[src/rtl/ccff_loader.sv]
// rtl/ccff_loader.sv - Wishbone-fed bitstream loader driving a fabric configuration chain
module ccff_loader #(
    parameter int CLK_DIV    = 4,
    parameter int FIFO_DEPTH = 4
) (
    input  logic        wb_clk_i,
    input  logic        wb_rst_ni,
    input  logic        wbs_stb_i,
    input  logic        wbs_cyc_i,
    input  logic        wbs_we_i,
    input  logic [31:0] wbs_adr_i,
    input  logic [31:0] wbs_dat_i,
    output logic        wbs_ack_o,
    output logic [31:0] wbs_dat_o,
    output logic        prog_clk_o,
    output logic        ccff_head_o,
    input  logic        ccff_tail_i,
    output logic        prog_reset_o,
    output logic        irq_o
);
    localparam int AW = $clog2(FIFO_DEPTH);
    localparam logic [7:0]  DIV_LAST = 8'(CLK_DIV - 1);
    localparam logic [AW:0] LVL_ONE  = (AW + 1)'(1);
    localparam logic [AW:0] LVL_FULL = (AW + 1)'(FIFO_DEPTH);
    localparam logic [AW-1:0] PTR_ONE = AW'(1);

    typedef enum logic [2:0] {S_IDLE, S_LOAD, S_SHIFT_LO, S_SHIFT_HI, S_DONE} state_t;

    state_t        state_q, state_d;
    logic          ack_q, ack_d;
    logic [31:0]   dat_q, dat_d;
    logic          go_q, go_d, abort_q, abort_d;
    logic          prst_q, prst_d, done_q, done_d, ovf_q, ovf_d;
    logic [31:0]   count_q, count_d, remain_q, remain_d;
    logic [31:0]   tail_q, tail_d, shreg_q, shreg_d;
    logic [4:0]    idx_q, idx_d;
    logic [7:0]    div_q, div_d;
    logic [AW-1:0] rd_ptr_q, rd_ptr_d, wr_ptr_q, wr_ptr_d;
    logic [AW:0]   level_q, level_d;
    logic          prog_clk_q, prog_clk_d, head_q, head_d;
    logic [31:0]   mem_q [FIFO_DEPTH];

    logic       req, wr, push, pop, full, empty, busy;
    logic [1:0] addr;
    logic       unused_adr;

    assign unused_adr = ^{wbs_adr_i[31:4], wbs_adr_i[1:0]};

    // Bus decode, register updates, FIFO bookkeeping and the shift FSM
    always_comb begin
        state_d    = state_q;
        dat_d      = 32'd0;
        go_d       = 1'b0;
        abort_d    = 1'b0;
        prst_d     = prst_q;
        done_d     = done_q;
        ovf_d      = ovf_q;
        count_d    = count_q;
        remain_d   = remain_q;
        tail_d     = tail_q;
        shreg_d    = shreg_q;
        idx_d      = idx_q;
        div_d      = div_q;
        rd_ptr_d   = rd_ptr_q;
        wr_ptr_d   = wr_ptr_q;
        level_d    = level_q;
        pop        = 1'b0;

        req   = wbs_stb_i & wbs_cyc_i & ~ack_q;
        wr    = req & wbs_we_i;
        addr  = wbs_adr_i[3:2];
        full  = (level_q == LVL_FULL);
        empty = (level_q == '0);
        busy  = (state_q != S_IDLE);
        push  = wr && (addr == 2'd2) && !full;
        ack_d = req;

        if (req && !wbs_we_i) begin
            case (addr)
                2'd0:    dat_d = {29'd0, prst_q, 2'd0};
                2'd1:    dat_d = {19'd0, 5'(level_q), 3'd0, ovf_q, done_q, empty, full, busy};
                2'd2:    dat_d = tail_q;
                default: dat_d = count_q;
            endcase
        end

        if (wr) begin
            case (addr)
                2'd0: begin
                    go_d    = wbs_dat_i[0];
                    abort_d = wbs_dat_i[1];
                    prst_d  = wbs_dat_i[2];
                end
                2'd1: begin
                    if (wbs_dat_i[3]) done_d = 1'b0;
                    if (wbs_dat_i[4]) ovf_d  = 1'b0;
                end
                2'd2:    if (full) ovf_d = 1'b1;
                default: count_d = wbs_dat_i;
            endcase
        end

        case (state_q)
            S_IDLE: begin
                if (go_q && !abort_q) begin
                    if (count_q != 32'd0) begin
                        state_d  = S_LOAD;
                        remain_d = count_q;
                    end else begin
                        state_d = S_DONE;
                    end
                end
            end
            S_LOAD: begin
                if (!empty) begin
                    pop     = 1'b1;
                    shreg_d = mem_q[rd_ptr_q];
                    idx_d   = 5'd31;
                    div_d   = DIV_LAST;
                    state_d = S_SHIFT_LO;
                end
            end
            S_SHIFT_LO: begin
                if (div_q == 8'd0) begin
                    div_d   = DIV_LAST;
                    state_d = S_SHIFT_HI;
                end else begin
                    div_d = div_q - 8'd1;
                end
            end
            S_SHIFT_HI: begin
                if (div_q == DIV_LAST) tail_d = {tail_q[30:0], ccff_tail_i};
                if (div_q == 8'd0) begin
                    remain_d = remain_q - 32'd1;
                    if (remain_q == 32'd1) begin
                        state_d = S_DONE;
                    end else if (idx_q == 5'd0) begin
                        state_d = S_LOAD;
                    end else begin
                        idx_d   = idx_q - 5'd1;
                        div_d   = DIV_LAST;
                        state_d = S_SHIFT_LO;
                    end
                end else begin
                    div_d = div_q - 8'd1;
                end
            end
            default: begin
                if (!abort_q) done_d = 1'b1;
                state_d = S_IDLE;
            end
        endcase

        if (abort_q) begin
            state_d  = S_IDLE;
            pop      = 1'b0;
            rd_ptr_d = '0;
            wr_ptr_d = '0;
            level_d  = '0;
        end else begin
            if (push) wr_ptr_d = wr_ptr_q + PTR_ONE;
            if (pop)  rd_ptr_d = rd_ptr_q + PTR_ONE;
            case ({push, pop})
                2'b10:   level_d = level_q + LVL_ONE;
                2'b01:   level_d = level_q - LVL_ONE;
                default: level_d = level_q;
            endcase
        end

        // Outputs are derived from the next state so they leave a flop cleanly
        prog_clk_d = (state_d == S_SHIFT_HI);
        case (state_d)
            S_SHIFT_LO:         head_d = shreg_d[idx_d];
            S_SHIFT_HI, S_LOAD: head_d = head_q;
            default:            head_d = 1'b0;
        endcase
    end

    // State and register flops with synchronous active-low reset
    always_ff @(posedge wb_clk_i) begin
        if (!wb_rst_ni) begin
            state_q    <= S_IDLE;
            ack_q      <= 1'b0;
            dat_q      <= 32'd0;
            go_q       <= 1'b0;
            abort_q    <= 1'b0;
            prst_q     <= 1'b1;
            done_q     <= 1'b0;
            ovf_q      <= 1'b0;
            count_q    <= 32'd0;
            remain_q   <= 32'd0;
            tail_q     <= 32'd0;
            shreg_q    <= 32'd0;
            idx_q      <= 5'd0;
            div_q      <= 8'd0;
            rd_ptr_q   <= '0;
            wr_ptr_q   <= '0;
            level_q    <= '0;
            prog_clk_q <= 1'b0;
            head_q     <= 1'b0;
        end else begin
            state_q    <= state_d;
            ack_q      <= ack_d;
            dat_q      <= dat_d;
            go_q       <= go_d;
            abort_q    <= abort_d;
            prst_q     <= prst_d;
            done_q     <= done_d;
            ovf_q      <= ovf_d;
            count_q    <= count_d;
            remain_q   <= remain_d;
            tail_q     <= tail_d;
            shreg_q    <= shreg_d;
            idx_q      <= idx_d;
            div_q      <= div_d;
            rd_ptr_q   <= rd_ptr_d;
            wr_ptr_q   <= wr_ptr_d;
            level_q    <= level_d;
            prog_clk_q <= prog_clk_d;
            head_q     <= head_d;
        end
    end

    // FIFO storage; contents need no reset since level gates every read
    always_ff @(posedge wb_clk_i) begin
        if (push) mem_q[wr_ptr_q] <= wbs_dat_i;
    end

    assign wbs_ack_o    = ack_q;
    assign wbs_dat_o    = dat_q;
    assign prog_clk_o   = prog_clk_q;
    assign ccff_head_o  = head_q;
    assign prog_reset_o = prst_q;
    assign irq_o        = done_q;
endmodule

[config.mk]
export PLATFORM = sky130hd
export DESIGN_NAME = ccff_loader
export DESIGN_NICKNAME = d
export VERILOG_FILES = /design/src/rtl/ccff_loader.sv
export SDC_FILE = /design/constraint.sdc
export NUM_CORES = 1
export LEC_CHECK = 0
export CORE_UTILIZATION = 35
export CTS_CLUSTER_DIAMETER = 30
export DETAILED_ROUTE_END_ITERATION = 10
export PLACE_DENSITY = 0.51
export SYNTH_ARGS = -nofsm -noshare
export SYNTH_HDL_FRONTEND = slang
export SYNTH_SLANG_ARGS = --single-unit
[constraint.sdc]
create_clock -name wb_clk_i -period 4.6 [get_ports wb_clk_i]
set_clock_uncertainty 0.1 [all_clocks]
set_input_delay 0.92 -clock wb_clk_i [delete_from_list [all_inputs] [get_ports wb_clk_i]]
set_output_delay 0.92 -clock wb_clk_i [all_outputs]
set_load 0.1 [all_outputs]
==> After elaboration in Yosys (flattened, before gate mapping) <==
Memories as Yosys holds them, arrays and structs flattened. A register that Yosys moved wholly into a read port is not among the register bits.
Cells that the tools add are included.
{ "word_totals": {"ff_bits": 191, "mem_bits_rw": 128, "input_bits": 70, "output_inout_bits": 37, "wordCells": 130, "memories": 1} }
{ "memory_table": {"columns": ["name", "words", "width", "read_ports", "rd_ports_with_merged_regs", "write_ports", "line_no", "rtl"], "rows": [
  ["mem_q", 4, 32, 1, 1, 1, "41", "logic [31:0] mem_q [FIFO_DEPTH];"]
]} }
{ "classes": {"add_sub_neg": 7, "order_cmp": 1, "n_eq_ne": 21, "muxes": 45, "bitwise": 6, "n_reduce_logical": 30} }
{ "ops": {"columns": ["op", "n"], "rows": [
  ["2-to-1 mux 32 bit", 5],
  ["one-hot mux 32 bit (3 select lines)", 1],
  ["one-hot mux 32 bit (2 select lines)", 1],
  ["2-to-1 mux 8 bit", 5],
  ["== test 32 x 1 -> 1 bit, second input constant", 1],
  ["nonzero test 32 bit", 1],
  ["subtractor 32 x 1 -> 32 bit, second input constant", 1],
  ["one-hot mux 8 bit (3 select lines)", 1],
  ["2-to-1 mux 3 bit", 7],
  ["2-to-1 mux 5 bit", 4],
  ["== test 3 x 2 -> 1 bit, second input constant", 4],
  ["2-to-1 mux 1 bit", 12],
  ["inequality test 2 bit, second input constant", 6],
  ["one-hot mux 3 bit (4 select lines)", 1],
  ["AND reduction 4 bit", 3],
  ["one-hot mux 5 bit (2 select lines)", 1],
  ["== test 8 x 2 -> 1 bit, second input constant", 1],
  ["zero test 8 bit", 1],
  ["AND reduction 2 bit", 4],
  ["subtractor 8 x 1 -> 8 bit, second input constant", 1],
  ["== test 3 x 1 -> 1 bit, second input constant", 2],
  ["zero test 3 bit", 2],
  ["< comparator 5 x 6 -> 1 bit, second input constant", 1],
  ["2-to-1 mux 2 bit", 3],
  ["other kinds (23)", 41]
]} }

==> Logic depth before layout (Yosys ltp) <==
Gate-level depths: netlist of the first run.
{ "depth": {"depth_word": 9, "mapped_depth": 13, "ltp_nobuf": 13} }

==> Worst setup path after synthesis of the first run <==
Ideal clock, no wire load.
{ "synth_timing": {"kind": "reg-to-reg", "from": "reg state_q[2]", "to": "reg level_q[2]", "setup_ps": 71, "arrival_ps": 3196, "t_required_ps": 4429, "slack_ps": 1234, "stages_incl_launch_ff": 14, "n_path_buf": 4, "synth_period_minus_slack_ps": 3366, "path_cell_list": "dfxtp_1 clkbuf_1 nand2b_1 or3_1 inv_1 buf_1 clkbuf_1 buf_2 ha_1 inv_1 fa_1 xor2_1 or3_1 a21oi_1"} }
{ "synth_via": {"elab_chain_cells": 4, "elab_cells_between_ends": 6, "classes_between": "3 x eq/ne; 2 x mux; 1 x reduce/logical"} }
{ "synth_rtl": {"columns": ["element", "line_no", "rtl"], "rows": [
  ["start: declaration", "29", "state_t state_q, state_d;"],
  ["start signal: assignment", "202", "state_q <= state_d;"],
  ["== test 3 x 1 -> 1 bit *", "103", "case (state_q)"],
  ["2-to-1 mux 1 bit *", "103", null],
  ["== test 2 x 1 -> 1 bit / == test 2 bit (equally long branches)", "163", "case ({push, pop})"],
  ["one-hot mux 3 bit (2 select lines) / nonzero test 2 bit (equally long branches)", null, null],
  ["end signal: assignment", "218", "level_q <= level_d;"],
  ["end: declaration", "39", "logic [AW:0] level_q, level_d;"]
]} }
Mark *: on every way between the ends. The rest lies on a longest branch, timed or not.
A chain may end at the register's enable or synchronous reset.

==> Worst setup path in the final report of the first run <==
{ "layout_timing": {"from": "reg remain_q[0]", "to": "reg head_q (netlist: ccff_head_o)"} }
{ "layout_via": {"elab_chain_cells": 8, "elab_cells_between_ends": 15, "classes_between": "4 x eq/ne; 10 x mux; 1 x reduce/logical"} }
{ "layout_rtl": {"columns": ["element", "line_no", "rtl"], "rows": [
  ["start: declaration", "34", "logic [31:0] count_q, count_d, remain_q, remain_d;"],
  ["start signal: assignment", "211", "remain_q <= remain_d;"],
  ["== test 32 x 1 -> 1 bit *", "135", "if (remain_q == 32'd1) begin"],
  ["parallel branches: the longest is 7 deep, another holds 2-to-1 mux 5 bit", null, null],
  ["end signal: assignment", "200", "head_q <= 1'b0;"],
  ["end signal: assignment", "220", "head_q <= head_d;"],
  ["end: declaration", "40", "logic prog_clk_q, prog_clk_d, head_q, head_d;"]
]} }
Mark *: on every way between the ends. The select of a mux whose other input is x is not followed.

==> results of run 1 <==
-- logic make-up (layout without fill, tap and decap cells) --
family | after synthesis | after routing | share of synthesized area
simple gates | 524 | 524 | 0.178
compound gates | 222 | 222 | 0.101
mux | 82 | 82 | 0.0941
buf+inv | 102 | 276 | 0.0307
fa+ha+maj | 11 | 11 | 0.0109
xor+xnor | 11 | 11 | 0.00723
flops | 321 | 321 | 0.578
-- Yosys cell counts (13+ instances only) --
| cell type | instances |
|---|---|
| a21oi_1 | 109 |
| o21ai_0 | 33 |
| nor4_1 | 13 |
| and2_1 | 33 |
| mux2i_1 | 36 |
| nor2_1 | 125 |
| mux4_2 | 33 |
| nor3_1 | 30 |
| nand3_1 | 13 |
| inv_1 | 28 |
| clkbuf_1 | 61 |
| dfxtp_1 | 193 |
| edfxtp_1 | 128 |
| nand2_1 | 254 |
-- report_power, final --
group	switching [mW]	internal [mW]	total (mW)
registers	0.00826	2.97	2.98
logic	0.103	0.0574	0.160
clock network	1.71	4.05	5.76
-- worst max-delay path, cell delays in order, from the launching register on --
cell and delay, ns:
dfxtp_1 0.43, ha_1 0.20, or3b_2 0.48, nor4_4 0.20, nand3_2 0.29, a211o_1 0.37, nand2_1 0.22, mux2_2 0.37
a2111oi_0 0.69, a41oi_1 0.11, a31o_1 0.25
-- per-layer routing --
metal / routed length (um) / up-vias / share of wire
li1: - / 4786 / -
met1: 17100 / 4843 / 0.48
met2: 15600 / 232 / 0.44
met3: 1550 / 76 / 0.044
met4: 1200 / 0 / 0.034
met5: 0 / - / 0
-- sequential cells by signal, indices dropped and copies added, names as in the netlist, 2 cells and up, named ones only --
| name | flops |
|---|---|
| rd_ptr_q | 2 |
| shreg_q | 32 |
| div_q | 8 |
| mem_q | 128 |
| wr_ptr_q | 2 |
| count_q | 32 |
| idx_q | 5 |
| level_q | 3 |
| state_q | 3 |
| tail_q | 32 |
| remain_q | 32 |
| wbs_dat_o | 32 |
-- cell type report --
class | instances | share of cell area
clock inverter | 54 | 0.0376
timing repair buffer | 101 | 0.0548
clock buffer | 92 | 0.123
multi-input combinational | 850 | 0.299
inverter | 29 | 0.00632
sequential | 321 | 0.442
tap | 511 | 0.0367
-- worst paths after layout --
check	end	slack [ns]	start	depth (start not counted)
worst max-delay path	ccff_head_o$_SDFFE_PN0N_	0.80	remain_q[0]$_SDFFE_PN0P_	10
worst min-delay path	tail_q[31]$_SDFFE_PN0P_	0.36	tail_q[31]$_SDFFE_PN0P_	2
worst max register to register	ccff_head_o$_SDFFE_PN0N_	0.80	remain_q[0]$_SDFFE_PN0P_	10
worst min register to register	tail_q[31]$_SDFFE_PN0P_	0.36	tail_q[31]$_SDFFE_PN0P_	2
-- per-stage QoR --
step           total power [mW]  setup WS [ns]  hold WS, ns  instance area, um2  std cells
2_1_floorplan              3.10           1.23        0.331               13300       1273
3_3_place_gp               3.19          0.855        0.342               14600       1812
3_5_place_dp               3.20          0.825        0.351               14600       1812
4_1_cts                    9.00          0.808        0.357               17400       1958
5_1_grt                    9.17          0.545        0.378               17400       1958
6_report                   8.90          0.799        0.355               17400       1958
==> results_dict.tcl, run 1 <==
set metrics [dict create \
    coreArea_um2 37600 \
    start_util 0.355 \
    yosysSeqAreaShare 0.578 \
    avgSynthCellArea_um2 10.5 \
    root_buffer "clkbuf_16" \
    layout_commonest_cell "nand2_1" \
    yosysTopAreaCell "dfxtp_1" \
    timing.fmax_mhz 263 \
    async_flop_share 0 \
    synth_top_area_frac 0.290 \
    die_w_um 197 \
    met2_usage 0.277 \
    fillers 3543 \
    grtUsageMet3 0.0381 \
    synth_area_leaders "dfxtp_1 29%, edfxtp_1 29%, nand2_1 7.2%, mux4_2 5.6%, a21oi_1 4.1%" \
    synth_edf_count 128 \
    multi_input_area_um2 5220 \
    period_minus_slack_ns 3.80 \
    clk_latency_ns 0.58 \
    area_growth_pct 30.8 \
    cts_tree "yes" \
    cts_hold_buffers 0 \
    yosys.cell_types.count 72 \
    hold_path_class "flop to flop" \
    ys_warn_count 0 \
    row_count 71 \
    viasPerCell 5.08 \
    wl_per_cell_um 18.1 \
    slew_headroom 0.248 \
    worst_pin_slew_ns 1.13 \
    power_density_nw_per_um2 511 \
    rsz0062_at_grt "false" \
    status "finished clean" \
    peakVddDrop_mv 0.384 \
    ios 107 \
    cp.arrival_ns 4.17 \
    cts.sinks 321 \
    use_met1 0.259 \
    tns_ns 0 \
    syn_inst 1273 \
    final.period_utilization 0.826 \
    crit_type "flop to flop" \
    die_area_um2 38900 \
    regArea_um2 7710 \
    gp_congestion 0.818 \
    max_cap_violations 0 \
    clockBufferDepth 3 \
    startpoint_type "flop" \
    wl_um 35400 \
    grt_pass1_wl_um 55800 \
    cp_max_fo 12 \
    cellLeakagePower_nw 6.23 \
    grtUsageTotal 0.187 \
    netlist_area_um2 13300 \
    ctsResizeCount 0 \
    antenna_found_initial 0 \
    antenna_cells 0 \
    nets 1463 \
    endpoint_kind "flop" \
    cts_buffers 79 \
    post_cts_buffers 0 \
    final_cell_mix "254 x nand2_1, 192 x dfxtp_1, 128 x edfxtp_1, 123 x nor2_1, 109 x a21oi_1" \
    drcViolationCount 0 \
    synth-main-ff-cell "dfxtp_1" \
    drive_gt1_frac 0.161 \
    antenna_left 0 \
    slew_viol_final 0 \
    final_util 0.464 \
    crit_required_ns 4.97 \
    clkTransAtPathRegs_ns 0.04 \
    synth_nets 1354 \
    drtPass1Iterations 5 \
    grt_remaining_overflow 0 \
    synth_seq_cells 321 \
    grt_start_max_net_pins 76 \
    vias 9937 \
    htreeDepth 3 \
    hpwl_um 22300 \
    top_usage_layer "met2" \
    die_h_um 197 \
    setup_viol 0 \
    grt_pass1_vias 9712 \
    drt-initial-drc-count 623 \
    hold_viol 0 \
    io_buffers 76 \
]
No activity file was read; power rests on OpenSTA's default activity.
==> run 2: changes to the inputs <==
==> constraint.sdc (replaced) <==
create_clock -name wb_clk_i -period 3.64 [get_ports wb_clk_i]
set_clock_uncertainty 0.1 [all_clocks]
set_input_delay 0.728 -clock wb_clk_i [delete_from_list [all_inputs] [get_ports wb_clk_i]]
set_output_delay 0.728 -clock wb_clk_i [all_outputs]
set_load 0.1 [all_outputs]
==> run 2 against run 1 <==
Compared with the run above:
- core utilization decreased by 0.12 points
- count of clock-buffer cells in the layout increased by 14
- setup slack got worse by 0.57 ns
- register-to-register slack got worse by 0.57 ns
- clock power increased by 16%
- combinational power increased by 27%
- non-clock buffer count increased by 19
- global-route usage increased by 0.18 points
- sequential power increased by 27%
- critical path type unchanged
- largest cell class unchanged
==> results_dict.tcl, run 2 (synthesis gave the netlist of run 1 again) <==
set metrics [dict create \
    status "finished clean" \
    rsz0062_at_grt "false" \
    cts_hold_buffers 0 \
    gp_congestion 0.856 \
    peakVddDrop_mv 0.355 \
    endpoint_kind "flop" \
    grt_pass1_wl_um 56700 \
    cts_buffers 77 \
    final_cells 1971 \
    clockBufferDepth 3 \
    antenna_left 0 \
    p_seq_frac 0.353 \
    largest_register "mem_q" \
    multi_input_area_um2 5230 \
    dp_cells 1831 \
    setup_viol 0 \
    pre_cts_slack_ns 0.157 \
    p_switching_mw 2.14 \
    final_util 0.463 \
    cts.sinks 321 \
    antenna_found_initial 0 \
    timing.final.ws_setup_ns 0.231 \
    grtUsageTotal 0.189 \
    hold_slack_ns 0.347 \
    htreeDepth 3 \
    final.period_utilization 0.937 \
    p_comb_frac 0.019 \
    cellLeakagePower_nw 6.21 \
    coreArea_um2 37600 \
    drt-initial-drc-count 558 \
    antenna_cells 0 \
    cts_tree "yes" \
    layout_commonest_cell "nand2_1" \
    grt_start_max_net_pins 87 \
    clock_power_share 0.628 \
    drive_gt1_frac 0.158 \
    wl_um 35400 \
    row_count 71 \
    die_area_um2 38900 \
    area_growth_pct 30.5 \
    period_minus_slack_ns 3.41 \
    slew_headroom 0.320 \
    vias 9942 \
    max_cap_violations 0 \
    intPower_mw 8.54 \
    root_buffer "clkbuf_16" \
    largest_reg_flops 128 \
    wl_per_cell_um 17.9 \
    slew_viol_final 0 \
    drtPass1Iterations 5 \
    start_util 0.355 \
    io_buffers 76 \
    startpoint_type "flop" \
    timing.fmax_mhz 293 \
    die_h_um 197 \
    fillers 3480 \
    regArea_um2 7710 \
    viasPerCell 5.04 \
    grt_remaining_overflow 0 \
    die_w_um 197 \
    cp.arrival_ns 3.76 \
    tns_ns 0 \
    cp_max_fo 9 \
    power_density_nw_per_um2 614 \
    worst_pin_slew_ns 1.02 \
    crit_type "flop to flop" \
    clkTransAtPathRegs_ns 0.04 \
    final_cell_mix "254 x nand2_1, 192 x dfxtp_1, 128 x edfxtp_1, 123 x nor2_1, 109 x a21oi_1" \
    crit_required_ns 4.00 \
    hpwl_um 22800 \
    hold_path_class "flop to flop" \
    clk_latency_ns 0.57 \
    switching_share 0.200 \
    ios 107 \
    nets 1480 \
    drcViolationCount 0 \
    hold_viol 0 \
    grt_pass1_vias 10100 \
]
run 2: changes by cell type in the layout (fill, tap and decap cells not counted), sizes merged:
cell | before | now
bufinv | 13 | 9
clkbuf | 92 | 106
inv | 34 | 31
clkinv | 31 | 21
clkinvlp | 5 | 2
buf | 26 | 48
clkdlybuf4s50 | 75 | 72
run 2: cell type report:
| cell class | count | area share |
|---|---|---|
| repair buffers | 120 | 0.0649 |
| inverters | 29 | 0.00633 |
| clock buffers | 106 | 0.123 |
| clock inverters | 34 | 0.0245 |
| well taps | 511 | 0.0368 |
| flip-flops and latches | 321 | 0.443 |
| multi-input cells | 850 | 0.301 |
run 2: what timing repair did:
item,4_1_cts,5_1_grt
setup buffers,0,0
endpoints found under the setup margin,0,1
resized for setup,0,2
run 2: power by group through the flow:
stage	registers (mW)	logic, mW	clock network, mW
after detailed placement	3.83	0.207	0
after global routing	3.77	0.221	7.01
after CTS	3.77	0.208	6.82
after floorplan	3.84	0.0843	0
after global placement	3.83	0.206	0
final	3.77	0.204	6.71
run 2: critical path, stage by stage, from the launching register on:
cell and delay [ns]:
dfxtp_1 0.42, ha_1 0.21, or3b_2 0.49, nor4_4 0.23, nand3_4 0.19, a211o_1 0.33, nand2_1 0.09, mux2_2 0.34
a2111oi_1 0.46, buf_4 0.19, a41oi_1 0.04, a31o_1 0.23
run 2: per-layer routing:
metal / track usage / routed length (um)
met1: 0.260 / 17000
met2: 0.291 / 15700
met5: 0 / 0
met4: 0.0810 / 1060
met3: 0.0347 / 1600
run 2: path summary, 6_finish.rpt:
path	endpoint	slack, ns	cells past startpoint	startpoint
hold reg to reg	tail_q[31]$_SDFFE_PN0P_	0.35	2	tail_q[31]$_SDFFE_PN0P_
setup reg to reg	ccff_head_o$_SDFFE_PN0N_	0.23	11	remain_q[0]$_SDFFE_PN0P_
setup / recovery	ccff_head_o$_SDFFE_PN0N_	0.23	11	remain_q[0]$_SDFFE_PN0P_
hold / removal	tail_q[31]$_SDFFE_PN0P_	0.35	2	tail_q[31]$_SDFFE_PN0P_
run 2: per-stage QoR:
step                      power [mW]  area (um2)
after global placement          4.04       14800
after floorplan                 3.92       13300
after global routing            11.0       17400
after CTS                       10.8       17400
after detailed placement        4.04       14800
final                           10.7       17400
==> run 3: changes to the inputs <==
--- a/config.mk
+++ b/config.mk
@@ -5,6 +5,7 @@
 export SDC_FILE = /design/constraint.sdc
 export NUM_CORES = 1
 export LEC_CHECK = 0
+export ABC_CLOCK_PERIOD_IN_PS = 3640
 export CORE_UTILIZATION = 35
 export CTS_CLUSTER_DIAMETER = 30
 export DETAILED_ROUTE_END_ITERATION = 10
==> results of run 3 <==
Same layout as run 2: the final DEF is identical, and so are final timing and power.
